<file path="src/rtl/change_dispenser_if.sv">
// Handshake/status bundle between the change calculation, the dispenser and the coin-tube drivers.
// Optional macro CHANGE_INVENTORY_EN adds the per-denomination EMPTY flags.
interface change_dispenser_if;
  logic       START;
  logic [7:0] AMOUNT;
  logic       COIN_ACK;
`ifdef CHANGE_INVENTORY_EN
  logic [3:0] EMPTY;
`endif
  logic       COIN_VALID;
  logic [1:0] COIN_SEL;
  logic       BUSY;
  logic       DONE;
  logic       ERR;
  logic       TIMEOUT;
  logic [7:0] REMAIN;
  logic [3:0] COIN_CNT;

`ifdef CHANGE_INVENTORY_EN
  modport master (
    output START, AMOUNT, COIN_ACK, EMPTY,
    input  COIN_VALID, COIN_SEL, BUSY, DONE, ERR, TIMEOUT, REMAIN, COIN_CNT
  );
  modport slave (
    input  START, AMOUNT, COIN_ACK, EMPTY,
    output COIN_VALID, COIN_SEL, BUSY, DONE, ERR, TIMEOUT, REMAIN, COIN_CNT
  );
`else
  modport master (
    output START, AMOUNT, COIN_ACK,
    input  COIN_VALID, COIN_SEL, BUSY, DONE, ERR, TIMEOUT, REMAIN, COIN_CNT
  );
  modport slave (
    input  START, AMOUNT, COIN_ACK,
    output COIN_VALID, COIN_SEL, BUSY, DONE, ERR, TIMEOUT, REMAIN, COIN_CNT
  );
`endif
endinterface

</file>
<file path="src/rtl/change_dispenser.sv">
// Greedy change payout: splits AMOUNT into coins (100/25/10/5), offering one per valid/ack handshake.
// Optional macro CHANGE_INVENTORY_EN: honours EMPTY tube flags when choosing coins.
module change_dispenser #(
  parameter int unsigned ACK_TIMEOUT = 255,
  parameter int unsigned MAX_COINS   = 15
) (
  input logic               CLK,
  input logic               RST_N,
  change_dispenser_if.slave bus
);

  typedef enum logic [1:0] {
    IDLE,
    SELECT,
    OFFER,
    FINISH
  } state_t;

  localparam logic [7:0] ACK_LIMIT  = 8'(ACK_TIMEOUT);
  localparam logic [3:0] COIN_LIMIT = 4'(MAX_COINS);

  function automatic logic [7:0] coin_value(input logic [1:0] code);
    logic [7:0] v;
    case (code)
      2'b00:   v = 8'd5;
      2'b01:   v = 8'd10;
      2'b10:   v = 8'd25;
      default: v = 8'd100;
    endcase
    return v;
  endfunction

  state_t     state_q, state_d;
  logic [7:0] remain_q, remain_d;
  logic [3:0] coin_cnt_q, coin_cnt_d;
  logic [1:0] coin_sel_q, coin_sel_d;
  logic       coin_valid_q, coin_valid_d;
  logic       busy_q, busy_d;
  logic       done_q, done_d;
  logic       err_q, err_d;
  logic       timeout_q, timeout_d;
  logic [7:0] tmo_cnt_q, tmo_cnt_d;

  logic [3:0] stocked;
  logic       pick_ok;
  logic [1:0] pick_code;
  logic [7:0] tmo_next;

`ifdef CHANGE_INVENTORY_EN
  assign stocked = ~bus.EMPTY;
`else
  assign stocked = '1;
`endif

  // Priority chain naturally falls through to the next smaller stocked coin that fits.
  always_comb begin
    pick_ok   = 1'b0;
    pick_code = '0;
    if (stocked[3] && remain_q >= 8'd100) begin
      pick_ok   = 1'b1;
      pick_code = 2'b11;
    end else if (stocked[2] && remain_q >= 8'd25) begin
      pick_ok   = 1'b1;
      pick_code = 2'b10;
    end else if (stocked[1] && remain_q >= 8'd10) begin
      pick_ok   = 1'b1;
      pick_code = 2'b01;
    end else if (stocked[0] && remain_q >= 8'd5) begin
      pick_ok   = 1'b1;
      pick_code = 2'b00;
    end
  end

  assign tmo_next = tmo_cnt_q + 8'd1;

  always_comb begin
    state_d      = state_q;
    remain_d     = remain_q;
    coin_cnt_d   = coin_cnt_q;
    coin_sel_d   = coin_sel_q;
    coin_valid_d = coin_valid_q;
    busy_d       = busy_q;
    done_d       = 1'b0;
    err_d        = err_q;
    timeout_d    = timeout_q;
    tmo_cnt_d    = tmo_cnt_q;

    case (state_q)
      IDLE: begin
        busy_d = 1'b0;
        if (bus.START) begin
          remain_d   = bus.AMOUNT;
          coin_cnt_d = '0;
          err_d      = 1'b0;
          timeout_d  = 1'b0;
          busy_d     = 1'b1;
          state_d    = SELECT;
        end
      end

      // Residue error is folded in on the way into FINISH so ERR is valid alongside DONE.
      SELECT: begin
        if (remain_q < 8'd5) begin
          err_d   = err_q | (remain_q != 8'd0);
          done_d  = 1'b1;
          state_d = FINISH;
        end else if (coin_cnt_q == COIN_LIMIT || !pick_ok) begin
          err_d   = 1'b1;
          done_d  = 1'b1;
          state_d = FINISH;
        end else begin
          coin_sel_d   = pick_code;
          coin_valid_d = 1'b1;
          tmo_cnt_d    = '0;
          state_d      = OFFER;
        end
      end

      OFFER: begin
        if (bus.COIN_ACK) begin
          remain_d     = remain_q - coin_value(coin_sel_q);
          coin_cnt_d   = coin_cnt_q + 4'd1;
          coin_valid_d = 1'b0;
          state_d      = SELECT;
        end else begin
          tmo_cnt_d = tmo_next;
          if (tmo_next == ACK_LIMIT) begin
            coin_valid_d = 1'b0;
            err_d        = 1'b1;
            timeout_d    = 1'b1;
            done_d       = 1'b1;
            state_d      = FINISH;
          end
        end
      end

      FINISH: begin
        busy_d  = 1'b0;
        state_d = IDLE;
      end

      default: state_d = IDLE;
    endcase
  end

  always_ff @(posedge CLK or negedge RST_N) begin
    if (!RST_N) begin
      state_q      <= IDLE;
      remain_q     <= '0;
      coin_cnt_q   <= '0;
      coin_sel_q   <= '0;
      coin_valid_q <= 1'b0;
      busy_q       <= 1'b0;
      done_q       <= 1'b0;
      err_q        <= 1'b0;
      timeout_q    <= 1'b0;
      tmo_cnt_q    <= '0;
    end else begin
      state_q      <= state_d;
      remain_q     <= remain_d;
      coin_cnt_q   <= coin_cnt_d;
      coin_sel_q   <= coin_sel_d;
      coin_valid_q <= coin_valid_d;
      busy_q       <= busy_d;
      done_q       <= done_d;
      err_q        <= err_d;
      timeout_q    <= timeout_d;
      tmo_cnt_q    <= tmo_cnt_d;
    end
  end

  assign bus.COIN_VALID = coin_valid_q;
  assign bus.COIN_SEL   = coin_sel_q;
  assign bus.BUSY       = busy_q;
  assign bus.DONE       = done_q;
  assign bus.ERR        = err_q;
  assign bus.TIMEOUT    = timeout_q;
  assign bus.REMAIN     = remain_q;
  assign bus.COIN_CNT   = coin_cnt_q;

endmodule

</file>
<file path="src/flat_wrapper.sv">
// flat-port wrapper written by rule: the top's interface ports become plain ports
module change_dispenser_flat 
#(
  parameter int unsigned ACK_TIMEOUT = 255,
  parameter int unsigned MAX_COINS   = 15
)
  (CLK, RST_N, bus_START, bus_AMOUNT, bus_COIN_ACK, bus_COIN_VALID, bus_COIN_SEL, bus_BUSY, bus_DONE, bus_ERR, bus_TIMEOUT, bus_REMAIN, bus_COIN_CNT);
  change_dispenser_if bus_i ();
  input logic CLK;
  input logic RST_N;
  input wire logic [$bits(bus_i.START)-1:0] bus_START;
  input wire logic [$bits(bus_i.AMOUNT)-1:0] bus_AMOUNT;
  input wire logic [$bits(bus_i.COIN_ACK)-1:0] bus_COIN_ACK;
  output wire logic [$bits(bus_i.COIN_VALID)-1:0] bus_COIN_VALID;
  output wire logic [$bits(bus_i.COIN_SEL)-1:0] bus_COIN_SEL;
  output wire logic [$bits(bus_i.BUSY)-1:0] bus_BUSY;
  output wire logic [$bits(bus_i.DONE)-1:0] bus_DONE;
  output wire logic [$bits(bus_i.ERR)-1:0] bus_ERR;
  output wire logic [$bits(bus_i.TIMEOUT)-1:0] bus_TIMEOUT;
  output wire logic [$bits(bus_i.REMAIN)-1:0] bus_REMAIN;
  output wire logic [$bits(bus_i.COIN_CNT)-1:0] bus_COIN_CNT;
  assign bus_i.START = bus_START;
  assign bus_i.AMOUNT = bus_AMOUNT;
  assign bus_i.COIN_ACK = bus_COIN_ACK;
  assign bus_COIN_VALID = bus_i.COIN_VALID;
  assign bus_COIN_SEL = bus_i.COIN_SEL;
  assign bus_BUSY = bus_i.BUSY;
  assign bus_DONE = bus_i.DONE;
  assign bus_ERR = bus_i.ERR;
  assign bus_TIMEOUT = bus_i.TIMEOUT;
  assign bus_REMAIN = bus_i.REMAIN;
  assign bus_COIN_CNT = bus_i.COIN_CNT;
  change_dispenser #(.ACK_TIMEOUT(ACK_TIMEOUT), .MAX_COINS(MAX_COINS)) u_core (.CLK(CLK), .RST_N(RST_N), .bus(bus_i));
endmodule
</file>
<file path="config.mk">
export PLATFORM = sky130hd
export DESIGN_NAME = change_dispenser_flat
export DESIGN_NICKNAME = d
export VERILOG_FILES = /design/src/rtl/change_dispenser_if.sv /design/src/rtl/change_dispenser.sv /design/src/flat_wrapper.sv
export SDC_FILE = /design/constraint.sdc
export NUM_CORES = 1
export LEC_CHECK = 0
export ABC_CLOCK_PERIOD_IN_PS = 3500
export BUFFER_PORTS_ARGS = -buffer_cell sky130_fd_sc_hd__buf_2
export CAP_MARGIN = 15
export CORE_ASPECT_RATIO = 1.5
export CORE_UTILIZATION = 45
export CTS_BUF_LIST = sky130_fd_sc_hd__clkbuf_8
export DETAILED_ROUTE_END_ITERATION = 16
export HOLD_SLACK_MARGIN = 0.15
export PLACE_DENSITY = 0.66
export SLEW_MARGIN = 20
export SYNTH_ARGS = -nofsm -noshare
export SYNTH_HDL_FRONTEND = slang
export SYNTH_SLANG_ARGS = --single-unit
</file>
<file path="constraint.sdc">
create_clock -name CLK -period 3.5 [get_ports CLK]
set_input_delay 0.7 -clock CLK [delete_from_list [all_inputs] [get_ports CLK]]
set_output_delay 0.7 -clock CLK [all_outputs]
set_load 0.1 [all_outputs]
</file>
==> impl_metrics.env <==
export IMPL_cts_buffers=5
export IMPL_hp_class="in2async"
export IMPL_reg2reg_from="u_core.bus.COIN_SEL[0]"
export IMPL_drtIter0Drc=61
export IMPL_syn_mean_instance_area_sq_um=8.955
export IMPL_startpoint="u_core.bus.COIN_SEL[0]"
export IMPL_dr_pass1_iters=4
export IMPL_ctsResizeCount=0
export IMPL_start_util=0.4704
export IMPL_num_io_pins=31
export IMPL_wl_met1_um=2111
export IMPL_reg2reg_depth=8
export IMPL_worstPathRequired_ns=3.68
export IMPL_synth_enable_flop_cells=0
export IMPL_fin_crit_sh=0.6540
export IMPL_drive_gt1_frac=0.1641
export IMPL_port_buffers=30
export IMPL_wl_per_cell_um=16.42
export IMPL_vias=1807
export IMPL_synth_net_count=254
export IMPL_vias_per_cell=5.983
export IMPL_slew_headroom=0.5514
export IMPL_cpMaxStageDelayCell="dfrtp_1"
export IMPL_clk_path_buf_depth=2
export IMPL_rows=29
export IMPL_synthTopCellsByCount="dfrtp_1 (29), nand2_1 (24), ha_1 (18)"
export IMPL_grt_max_degree=30
export IMPL_clock_latency_ns=0.28
export IMPL_antenna_cells=0
export IMPL_drc_errors=0
export IMPL_crit_family="adder cells"
export IMPL_yosysTopAreaCell="dfrtp_1"
export IMPL_skew_ns=0.004602
export IMPL_slew_viol_final=0
export IMPL_rsz0062_at_grt="no"
export IMPL_wl_met3_um=134
export IMPL_post_cts_buffers=0
export IMPL_highest_layer="met4"
export IMPL_antenna_found_initial=0
export IMPL_dr_wl_met2_um=2605
export IMPL_worstPathMaxFanout=6
export IMPL_die_width_um=56.39
export IMPL_grt_pass1_wl_um=8645
export IMPL_critical_path_class="reg2reg"
export IMPL_syn2layout_area_growth_pct=13.72
export IMPL_grtUsageTotal=0.2369
export IMPL_root_buffer="clkbuf_8"
export IMPL_yosys_warnings=0
export IMPL_fp_dieH_um=83.59
export IMPL_cp_end_kind="register"
export IMPL_synthCells=223
export IMPL_gp_congestion=0.8419
export IMPL_worstReg2RegEnd="u_core.bus.REMAIN[7]"
export IMPL_async_reset_ff_frac=1.000
export IMPL_outcome="completed"
export IMPL_synth_area_leaders="dfrtp_1 (36%), ha_1 (11%), nand2_1 (4.5%)"
export IMPL_critPathMaxStageDelay_ns=0.43
export IMPL_synth_seq_cells=29
export IMPL_cts_hold_buffers=0
export IMPL_cap_violations=0
export IMPL_cts_tree="yes"
export IMPL_dp_hpwl_um=3697
export IMPL_clk_pin_slew_ns=0.06
export IMPL_clock_sinks=29
export IMPL_reg2reg_slack_ns=1.21
export IMPL_synth_most_common_cell="dfrtp_1"
export IMPL_worst_pin_slew_ns=0.6678
export IMPL_die_area_sq_mm=0.004713
export IMPL_fin_crit_ns=2.289
export IMPL_setup_tns_ns=0
export IMPL_ant_nets=0
export IMPL_hold_viol_final=0
export IMPL_core_sq_mm=0.004245
export IMPL_synth_top_area_share=0.3634
export IMPL_grt_ovfl_total=0
export IMPL_ys_flop_type="dfrtp_1"
export IMPL_grt_pass1_vias=1777
export IMPL_cp_arrival_ns=2.47
export IMPL_critPathBufInv=1
export IMPL_h_tree_depth=2
export IMPL_final_setup_viol_count=0
export IMPL_critPathMostFrequentCell="ha_1"
export IMPL_max_clock_freq_mhz=436.9
export IMPL_synth_cell_types=51
export IMPL_routed_wl_um=4959
export IMPL_nNetsFinal=287
export IMPL_netlist_area_sq_mm=0.001997
export IMPL_ys_seq_area_frac=0.3634
export IMPL_path_cells="inv_1 > ha_1 > ha_1 > a21oi_1 > nor2b_1 > a311o_1 > nor4bb_1 > nor4_2"
export IMPL_crit_path_start_kind="register"
-- area by class of cell --
type	count	area (sq um)
Clock inverter	1	3.754
Timing Repair Buffer	31	157.7
Tap cell	46	57.56
Clock buffer	6	82.58
Inverter	16	60.06
Multi-Input combinational cell	173	1184
Sequential cell	29	725.7
Fill cell	409	1974
-- worst max path at each step --
stage / end / slack (ns) / cells after the start
floorplan: u_core.bus.REMAIN[7] / 0.65 / 8
global placement: u_core.bus.REMAIN[6] / 1.27 / 9
detailed placement: u_core.bus.REMAIN[7] / 1.21 / 8
CTS: u_core.bus.REMAIN[7] / 1.21 / 8
global route: u_core.bus.REMAIN[0] / 1.08 / 5
finish: u_core.bus.REMAIN[7] / 1.21 / 8
-- metal layers --
layer | vias up | global-route usage
li1 | 881 | -
met4 | 0 | 0.08869
met2 | 39 | 0.4232
met1 | 876 | 0.2812
met3 | 11 | 0.03566
met5 | - | 0
-- sequential cells by signal, summed over array words and instances, names as in the netlist --
name / cells
u_core.bus.BUSY: 1
u_core.bus.TIMEOUT: 1
u_core.bus.COIN_CNT: 4
u_core.bus.COIN_SEL: 2
u_core.bus.ERR: 1
u_core.bus.DONE: 1
u_core.tmo_cnt_q: 8
u_core.bus.COIN_VALID: 1
u_core.state_q: 2
u_core.bus.REMAIN: 8
-- placed cells by master, fill, tap and decap left out, types with 2 or more instances in the layout --
| cell type | instances |
|---|---|
| buf_2 | 30 |
| dfrtp_1 | 29 |
| nand2_1 | 24 |
| ha_1 | 18 |
| inv_1 | 16 |
| o21ai_1 | 13 |
| nor2_1 | 12 |
| nor3_1 | 8 |
| a21oi_1 | 8 |
| o21ai_0 | 8 |
| o31ai_1 | 8 |
| o21a_1 | 7 |
| nor2b_1 | 7 |
| and2_1 | 6 |
| clkbuf_8 | 6 |
| nand3_1 | 5 |
| xnor2_1 | 4 |
| a31oi_1 | 4 |
| nand2b_1 | 3 |
| a211oi_1 | 3 |
| and3_1 | 2 |
| nor4_1 | 2 |
| nand4_1 | 2 |
| xor2_1 | 2 |
| a22o_1 | 2 |
| a221oi_1 | 2 |
-- cell families (layout without fill, tap and decap cells) --
logic type,after synthesis,in the layout,share of synthesized area
AND/OR/NAND/NOR,77,77,0.1980
AO/OA/AOI/OAI,70,70,0.2406
buffers and inverters,21,54,0.04385
multiplexers,1,1,0.005013
flip-flops,29,29,0.3634
XOR/XNOR,6,6,0.02632
adder cells (fa/ha/maj),19,19,0.1228
-- stage by stage --
| step | instance area (sq um) | hold slack, ns | instances | worst slack (ns) | utilization |
|---|---|---|---|---|---|
| 5_1_grt | 2271 | 0.5156 | 302 | 1.078 | 0.5349 |
| 3_5_place_dp | 2185 | 0.4694 | 295 | 1.214 | 0.5146 |
| 4_1_cts | 2271 | 0.4820 | 302 | 1.215 | 0.5349 |
| 2_1_floorplan | 1997 | 0.4044 | 223 | 0.6505 | - |
| 3_3_place_gp | 2185 | 0.4684 | 295 | 1.272 | 0.5146 |
| 6_report | 2271 | 0.4592 | 302 | 1.211 | 0.5349 |
Power is left out: the tool's default activity adds up to more than one toggle a clock period on the data nets, which glitch-free logic cannot reach.
